**src/rtl/ansi_decoder.sv**
```systemverilog
// Receive-side byte parser: splits a host byte stream into printable characters and decoded
// C0 / ANSI CSI cursor, erase and attribute commands. All outputs are registered.
module ansi_decoder #(
   parameter int unsigned COLS = 80,
   parameter int unsigned ROWS = 24
) (
   input  logic       clk,
   input  logic       rst_n,
   input  logic [7:0] i_byte,
   input  logic       i_byte_v,
   output logic [7:0] o_char,
   output logic       o_char_v,
   output logic [3:0] o_cmd,
   output logic       o_cmd_v,
   output logic [7:0] o_p0,
   output logic [7:0] o_p1
);

   localparam logic [3:0] CmdCr  = 4'd1;
   localparam logic [3:0] CmdLf  = 4'd2;
   localparam logic [3:0] CmdBs  = 4'd3;
   localparam logic [3:0] CmdHt  = 4'd4;
   localparam logic [3:0] CmdBel = 4'd5;
   localparam logic [3:0] CmdCuu = 4'd6;
   localparam logic [3:0] CmdCud = 4'd7;
   localparam logic [3:0] CmdCuf = 4'd8;
   localparam logic [3:0] CmdCub = 4'd9;
   localparam logic [3:0] CmdCup = 4'd10;
   localparam logic [3:0] CmdEd  = 4'd11;
   localparam logic [3:0] CmdEl  = 4'd12;
   localparam logic [3:0] CmdSgr = 4'd13;

   localparam logic [7:0] RowMax = 8'(ROWS - 1);
   localparam logic [7:0] ColMax = 8'(COLS - 1);

   typedef enum logic [1:0] {StGround, StEsc, StCsi} state_e;

   state_e     state_q, state_d;
   logic [7:0] p0_q, p0_d;
   logic [7:0] p1_q, p1_d;
   logic [1:0] cnt_q, cnt_d;
   logic       ign_q, ign_d;
   logic [7:0] char_q, char_d;
   logic       char_v_q, char_v_d;
   logic [3:0] cmd_q, cmd_d;
   logic       cmd_v_q, cmd_v_d;
   logic [7:0] op0_q, op0_d;
   logic [7:0] op1_q, op1_d;

   // Format-effector controls that execute in any state; 0 means "not one of them".
   function automatic logic [3:0] exec_code(input logic [7:0] b);
      logic [3:0] c;
      c = 4'd0;
      case (b)
         8'h0D:   c = CmdCr;
         8'h0A:   c = CmdLf;
         8'h08:   c = CmdBs;
         8'h09:   c = CmdHt;
         8'h07:   c = CmdBel;
         default: c = 4'd0;
      endcase
      return c;
   endfunction

   function automatic logic [7:0] acc_digit(input logic [7:0] acc, input logic [7:0] b);
      logic [11:0] t;
      t = {4'd0, acc} * 12'd10 + {8'd0, b[3:0]};
      return (t > 12'd255) ? 8'd255 : t[7:0];
   endfunction

   // 1-based parameter (0 or missing means 1) to clamped 0-based coordinate.
   function automatic logic [7:0] cup_coord(input logic [7:0] p, input logic [7:0] lim);
      logic [7:0] z;
      z = (p == 8'd0) ? 8'd0 : p - 8'd1;
      return (z > lim) ? lim : z;
   endfunction

   logic [3:0] exec;
   assign exec = exec_code(i_byte);

   always_comb begin
      state_d  = state_q;
      p0_d     = p0_q;
      p1_d     = p1_q;
      cnt_d    = cnt_q;
      ign_d    = ign_q;
      char_d   = char_q;
      char_v_d = 1'b0;
      cmd_d    = cmd_q;
      cmd_v_d  = 1'b0;
      op0_d    = op0_q;
      op1_d    = op1_q;

      if (i_byte_v) begin
         if (state_q == StGround) begin
            if (i_byte >= 8'h20 && i_byte <= 8'h7E) begin
               char_d   = i_byte;
               char_v_d = 1'b1;
            end else if (exec != 4'd0) begin
               cmd_d   = exec;
               cmd_v_d = 1'b1;
               op0_d   = 8'd0;
               op1_d   = 8'd0;
            end else if (i_byte == 8'h1B) begin
               state_d = StEsc;
            end
         end else if (i_byte[7]) begin
            state_d = StGround;
         end else if (i_byte == 8'h1B) begin
            state_d = StEsc;
         end else if (i_byte == 8'h18 || i_byte == 8'h1A) begin
            state_d = StGround;
         end else if (exec != 4'd0) begin
            // Sequence state and params are left untouched.
            cmd_d   = exec;
            cmd_v_d = 1'b1;
            op0_d   = 8'd0;
            op1_d   = 8'd0;
         end else if (i_byte < 8'h20 || i_byte == 8'h7F) begin
            state_d = state_q;
         end else if (state_q == StEsc) begin
            if (i_byte == 8'h5B) begin
               state_d = StCsi;
               p0_d    = 8'd0;
               p1_d    = 8'd0;
               cnt_d   = 2'd0;
               ign_d   = 1'b0;
            end else begin
               state_d = StGround;
            end
         end else if (i_byte >= 8'h30 && i_byte <= 8'h39) begin
            if (cnt_q == 2'd0) begin
               p0_d = acc_digit(p0_q, i_byte);
            end else if (cnt_q == 2'd1) begin
               p1_d = acc_digit(p1_q, i_byte);
            end
         end else if (i_byte == 8'h3B) begin
            if (cnt_q != 2'd3) begin
               cnt_d = cnt_q + 2'd1;
            end
         end else if (i_byte >= 8'h40) begin
            state_d = StGround;
            if (!ign_q) begin
               cmd_v_d = 1'b1;
               op0_d   = 8'd0;
               op1_d   = 8'd0;
               case (i_byte)
                  8'h41: cmd_d = CmdCuu;
                  8'h42: cmd_d = CmdCud;
                  8'h43: cmd_d = CmdCuf;
                  8'h44: cmd_d = CmdCub;
                  8'h48, 8'h66: begin
                     cmd_d = CmdCup;
                     op0_d = cup_coord(p0_q, RowMax);
                     op1_d = cup_coord(p1_q, ColMax);
                  end
                  8'h4A: begin
                     cmd_d = CmdEd;
                     op0_d = p0_q;
                  end
                  8'h4B: begin
                     cmd_d = CmdEl;
                     op0_d = p0_q;
                  end
                  8'h6D: begin
                     cmd_d = CmdSgr;
                     op0_d = p0_q;
                     op1_d = p1_q;
                  end
                  default: begin
                     cmd_d   = cmd_q;
                     cmd_v_d = 1'b0;
                     op0_d   = op0_q;
                     op1_d   = op1_q;
                  end
               endcase
               if (i_byte >= 8'h41 && i_byte <= 8'h44) begin
                  op0_d = (p0_q == 8'd0) ? 8'd1 : p0_q;
               end
            end
         end else begin
            // Intermediates, private markers and ':' poison the sequence.
            ign_d = 1'b1;
         end
      end
   end

   always_ff @(posedge clk or negedge rst_n) begin
      if (!rst_n) begin
         state_q  <= StGround;
         p0_q     <= 8'd0;
         p1_q     <= 8'd0;
         cnt_q    <= 2'd0;
         ign_q    <= 1'b0;
         char_q   <= 8'd0;
         char_v_q <= 1'b0;
         cmd_q    <= 4'd0;
         cmd_v_q  <= 1'b0;
         op0_q    <= 8'd0;
         op1_q    <= 8'd0;
      end else begin
         state_q  <= state_d;
         p0_q     <= p0_d;
         p1_q     <= p1_d;
         cnt_q    <= cnt_d;
         ign_q    <= ign_d;
         char_q   <= char_d;
         char_v_q <= char_v_d;
         cmd_q    <= cmd_d;
         cmd_v_q  <= cmd_v_d;
         op0_q    <= op0_d;
         op1_q    <= op1_d;
      end
   end

   assign o_char   = char_q;
   assign o_char_v = char_v_q;
   assign o_cmd    = cmd_q;
   assign o_cmd_v  = cmd_v_q;
   assign o_p0     = op0_q;
   assign o_p1     = op1_q;

endmodule

```
**config.mk**
```make
export PLATFORM = sky130hd
export DESIGN_NAME = ansi_decoder
export DESIGN_NICKNAME = d
export VERILOG_FILES = /design/src/rtl/ansi_decoder.sv
export SDC_FILE = /design/constraint.sdc
export NUM_CORES = 1
export LEC_CHECK = 0
export ABC_AREA = 1
export BUFFER_PORTS_ARGS = -buffer_cell sky130_fd_sc_hd__buf_2
export CORE_ASPECT_RATIO = 1.4
export CORE_MARGIN = 2
export CORE_UTILIZATION = 30
export CTS_BUF_LIST = sky130_fd_sc_hd__clkbuf_4 sky130_fd_sc_hd__clkbuf_8 sky130_fd_sc_hd__clkbuf_16
export CTS_CLUSTER_DIAMETER = 30
export DETAILED_ROUTE_END_ITERATION = 12
export MAX_ROUTING_LAYER = met4
export PLACE_DENSITY = 0.52
export SYNTH_ARGS = -nofsm -noshare
export SYNTH_HDL_FRONTEND = slang
export SYNTH_SLANG_ARGS = --single-unit
```
**constraint.sdc**
```tcl
create_clock -name clk -period 6.7 [get_ports clk]
set_input_delay 2.01 -clock clk [delete_from_list [all_inputs] [get_ports clk]]
set_output_delay 2.01 -clock clk [all_outputs]
set_load 0.05 [all_outputs]
```
### Yosys cells after proc, flatten, opt, wreduce, memory -nomap -nowiden

Index checks and enable logic that the tools add are counted.

| storage, ports and cells | value |
|---|---|
| bits in registers | 51 |
| output and inout bits | 30 |

| cells by class | value |
|---|---|
| $lt $le $gt $ge | 12 |
| mux-type cells | 99 |
| multiply operators | 2 |
| $add $sub $neg | 5 |
| eq/ne operators | 44 |
| reductions and logical operators | 34 |
| bitwise logic cells | 6 |

Operators with widths:

| cell | number |
|---|---|
| 8-bit two-way mux | 40 |
| 8-bit by 7-bit equality test with 1-bit output, second input constant | 11 |
| 4-bit two-way mux | 13 |
| 8-bit case mux with 3 select lines | 2 |
| 13-bit AND reduction | 3 |
| 2-bit two-way mux | 19 |
| 11-bit AND reduction | 3 |
| 8-bit by 4-bit equality test with 1-bit output, second input constant | 4 |
| 4-bit case mux with 8 select lines | 1 |
| 2-bit != test, second input constant | 13 |
| 12-bit by 4-bit adder with 12-bit output | 2 |
| 8-bit by 5-bit equality test with 1-bit output, second input constant | 3 |
| 12-bit by 8-bit > comparator with 1-bit output, second input constant | 2 |
| 1-bit two-way mux | 23 |
| 8-bit by 3-bit multiplier with 11-bit output, second input constant | 2 |
| 8-bit by 6-bit >= comparator with 1-bit output, second input constant | 2 |
| 8-bit by 7-bit >= comparator with 1-bit output, second input constant | 2 |
| 8-bit by 7-bit <= comparator with 1-bit output, second input constant | 2 |
| 8-bit zero test | 2 |
| 8-bit by 1-bit subtractor with 8-bit output, second input constant | 2 |
| 3-bit case mux with 5 select lines | 1 |
| 2-bit nonzero test | 6 |
| 2-bit by 1-bit != test with 1-bit output, second input constant | 5 |
| 5-bit != test, second input constant | 2 |
| 24 further kinds | 37 |

### Longest topological paths before layout

| logic depth | value |
|---|---|
| depth after elaboration | 17 |
| mapped depth | 14 |
| gate-level depth less buffers | 14 |

### Worst setup path after synthesis

OpenSTA, ideal clock, no wires.

| timing | value |
|---|---|
| kind | input to register |
| start | in i_byte[1] |
| end | reg p0_q[0] |
| setup slack | 3.100 ns |
| stages | 10 |
| arrival time | 3.483 ns |
| cell sequence | ha_1 fa_1 nand2_1 a21boi_0 o21bai_1 inv_1 nor2_1 nand2_1 nand2_1 nand2_1 |

| between the ends | value |
|---|---|
| longest elaborated chain between the ends | 6 |
| elaborated cells between the ends (all ways) | 31 |
| classes of those cells | add/sub (1); order compare (4); eq/ne (11); mux (5); bitwise (4); reduce/logical (6) |

RTL lines:

| item | RTL line | source |
|---|---|---|
| start: declaration | 9 | `input logic [7:0] i_byte,` |
| 12-bit by 4-bit adder with 12-bit output | 67 | `t = {4'd0, acc} * 12'd10 + {8'd0, b[3:0]};` |
| 12-bit by 8-bit > comparator with 1-bit output | 68 | `return (t > 12'd255) ? 8'd255 : t[7:0];` |
| 8-bit two-way mux | 68 |  |
| 8-bit two-way mux | 132 | `if (cnt_q == 2'd0) begin` |
| 8-bit two-way mux | 131 | `end else if (i_byte >= 8'h30 && i_byte <= 8'h39) begin` |
| 8-bit two-way mux | 121 | `end else if (state_q == StEsc) begin` |
| end signal: assignment | 203 | `p0_q <= p0_d;` |
| end: declaration | 39 | `logic [7:0] p0_q, p0_d;` |

Several ways; a longest one is shown, not always the timed one. The select of a mux whose other input is x is not followed.
A chain may end at the register's enable or synchronous reset.

### Final worst setup path

| timing | value |
|---|---|
| start | in i_byte[1] |
| end | reg p0_q[7] |

The elaborated chain is that of the path after synthesis.

==> qor.txt <==
dpl hpwl: 8.697 mm
setup TNS: 0 ns
CP max stage delay: 0.43 ns
Total Nets Final: 723
worst hold slack: 0.4817 ns
postcts setup bufs: 0
Rows: 51
P_leak: 2.697 nW
Synth top area share: 29.88%
switching power: 0.0006776 W
clock power share: 18.0%
GR Overflow Total: 0
GRT Util Overall: 15.05%
status: finished clean
Slew headroom: 57.23%
Worst setup SP type: primary input
PD cells: 296.7 nW/um2
drt drc: 0
Layout Cell Area excl Fill: 4825 um2
Int Pwr: 0.0007538 W
FF-to-FF End: p0_q[7]
post-CTS sizing: 0
Clock Skew: 0.006165 ns
ANT cells: 0
clk buf depth: 2
Hold Path End: o_p1[0]
Crit Path Category: in -> reg
Worst path most repeated cell: nand2_1
top-count cell post-synth: nand2_1
setup violators final: 0
dpl cells: 850
largest cells by area after synthesis: dfrtp_1 (30%), nand2_1 (21%), ha_1 (11%), nand3_1 (6.2%), inv_1 (5.4%)
H-tree levels: 2
Post-DRT Antenna Nets: 0
CTS tree: done
Yosys reg bits: 51
predominant post-synthesis flop cell: dfrtp_1
vias in the first global route: 4076
R2R Path Start: p0_q[3]
Most Crowded Layer GR: met2
number of cells produced by synthesis: 629
Min-Delay Path Depth: 2
Sequential Power Share: 30.5%
clk_lat worst skew: 0.29 ns
Initial Util: 30.71%
Core Area: 13910 um2
vias post-DR: 4047
antenna violations before repair: 0
clock slew at reported path FFs: 0.07 ns
Net Sw Frac: 47.34%
hold_sp: o_p1[0]
mapped cell area: 4272 um2
Peak VDD IR: 0.0001209 V
DR WL/cell: 12.55 um
Critical-path top delay cell: fa_1
Avg Inst Size Synth: 6.791 um2
Post-synth top cells: nand2_1 (236), inv_1 (62), nor2_1 (55)
Final Critical Period: 3.787 ns
cell taking the most area after synthesis: dfrtp_1
synthesized net count: 680
Die X: 104.9 um
Synth cell types: 37
endpoint class of the critical path: flop
Cell Area, Placed: 4676 um2
share of cells above drive strength 1: 11.29%
count of pins over their slew limit: 0
unrepaired setup endpoints after global routing: false
max frequency: 264.0 MHz
final WL: 10.77 mm
Die H: 145.2 um
root buffer cell: clkbuf_16
Non-Filler Instances: 858
CP delay by family, top: simple AND/OR/NAND/NOR gates
Least-Margin Pin Slew: 0.6415 ns
I/O Buffers: 40
Gate power share: 51.5%
largest net degree at the start of global routing: 52
GR Layer Usage met1: 17.43%
first-pass GRT wire length: 18.80 mm
CTS Hold Bufs: 0
CP Depth: 11
met2 Use GR: 27.01%
Die ar.: 15220 um2
worst hold-check path type: reg -> reg
maxcap violations: 0
Critical path buffers and inverters: 2
TritonRoute pass-1 iters: 4
Sink Count: 51
number of flops mapped to enable cells by yosys: 0
area grow syn2layout: 12.95%
crit path cell chain: buf_2 > ha_1 > fa_1 > nand2_1 > a21boi_0 > o21bai_1 > inv_1 > nor2_1 > nand2_1 > nand2_1 > nand2_1
register area share after synthesis: 29.88%
Final GP Congestion: 0.8849
final hold violations: 0
WP data required: 6.89 ns
met3 Usage GRT: 1.482%
share of flip-flops with an asynchronous set or reset: 100.0%
Register-to-Register Path Depth: 14
Ports: 41
number of DRC markers in iteration 0: 167
Crit path arrival time: 3.97 ns
Yosys Warn Count: 0
worst-path maximum fanout: 8
total CTS buffers: 5
Worst R2R Setup Slack: 3.65 ns
Tcrit/Tclk final: 56.53%
via density per instance: 4.717
==> through the flow <==
stage / power (W) / setup slack, ns / util, %
2_1_floorplan: 0.001005 / 3.100 / -
3_3_place_gp: 0.001166 / 2.701 / 33.61
3_5_place_dp: 0.001182 / 2.597 / 33.61
4_1_cts: 0.001446 / 2.898 / 34.68
5_1_grt: 0.001574 / 2.670 / 34.68
6_report: 0.001431 / 2.913 / 34.68
==> layout make-up <==
type	instances	area, um2
Tap cell	185	231.5
Clock buffer	5	125.1
Multi-Input combinational cell	507	2713
Timing Repair Buffer	41	207.7
Fill cell	1557	9086
Inverter	66	247.7
Clock inverter	3	23.77
Sequential cell	51	1276
==> placed cells by master (no fill, tap or decap), types with 2 or more instances in the layout <==
| cell type | synthesis | routed |
|---|---|---|
| inv_2 | 4 | 4 |
| dfrtp_1 | 51 | 51 |
| nor2_4 | 7 | 7 |
| nand3_2 | 2 | 2 |
| nor3_1 | 3 | 3 |
| nand3b_1 | 6 | 6 |
| nand2_2 | 4 | 4 |
| inv_1 | 62 | 62 |
| nor2_2 | 3 | 3 |
| ha_1 | 36 | 36 |
| buf_2 | 1 | 40 |
| nor2_1 | 55 | 55 |
| nand2_1 | 236 | 236 |
| o21ai_0 | 32 | 32 |
| or2_2 | 4 | 4 |
| nand4_1 | 11 | 11 |
| xor2_1 | 8 | 8 |
| clkinvlp_4 | 0 | 2 |
| a21oi_1 | 19 | 19 |
| nand3_1 | 53 | 53 |
| a31oi_1 | 5 | 5 |
| clkbuf_16 | 0 | 5 |
| xnor2_1 | 7 | 7 |
| fa_1 | 4 | 4 |
==> power groups by stage <==
stage | sequential (W) | clock [W] | combinational, W
2_1_floorplan | 0.000497 | 0 | 0.000508
3_3_place_gp | 0.000442 | 0 | 0.000724
3_5_place_dp | 0.000444 | 0 | 0.000738
4_1_cts | 0.000438 | 0.000266 | 0.000741
5_1_grt | 0.000448 | 0.000280 | 0.000846
6_report | 0.000437 | 0.000257 | 0.000737
==> kinds of logic after synthesis <==
| kind of cell | Yosys count | share of synthesized area (%) |
|---|---|---|
| DFF | 51 | 29.88 |
| buffers and inverters | 71 | 6.619 |
| and+or+nand+nor | 388 | 39.81 |
| xor gates and xnor gates | 15 | 3.076 |
| adders and majority gates | 40 | 12.42 |
| AOI/OAI and AO/OA | 64 | 8.202 |
==> sequential cells by signal, summed over array words and instances (netlist names) <==
name and flops:
p0_q 8, o_cmd_v 1, o_p0 8, o_p1 8
p1_q 8, o_char_v 1, o_cmd 4, ign_q 1
cnt_q 2, o_char 8, state_q 2
==> worst min-delay path, delay by kind of cell (launching register included) <==
family | cells | cell delay (ns)
flip-flops | 1 | 0.34
AND/OR/NAND/NOR | 2 | 0.11
==> worst max path at each step <==
stage / start / to
after floorplan: i_byte[1] / p0_q[0]
after global placement: i_byte[1] / p0_q[3]
after detailed placement: i_byte[1] / p0_q[7]
after CTS: i_byte[1] / p0_q[7]
after global routing: i_byte[3] / p0_q[6]
final: i_byte[1] / p0_q[7]
==> routing by layer <==
metal / part of all wire (%) / routed length, um
met2: 53 / 5680
met1: 44 / 4729
met3: 2.0 / 216
met4: 1.3 / 140
met5: 0 / 0
Power figures use the tool's default switching activity.
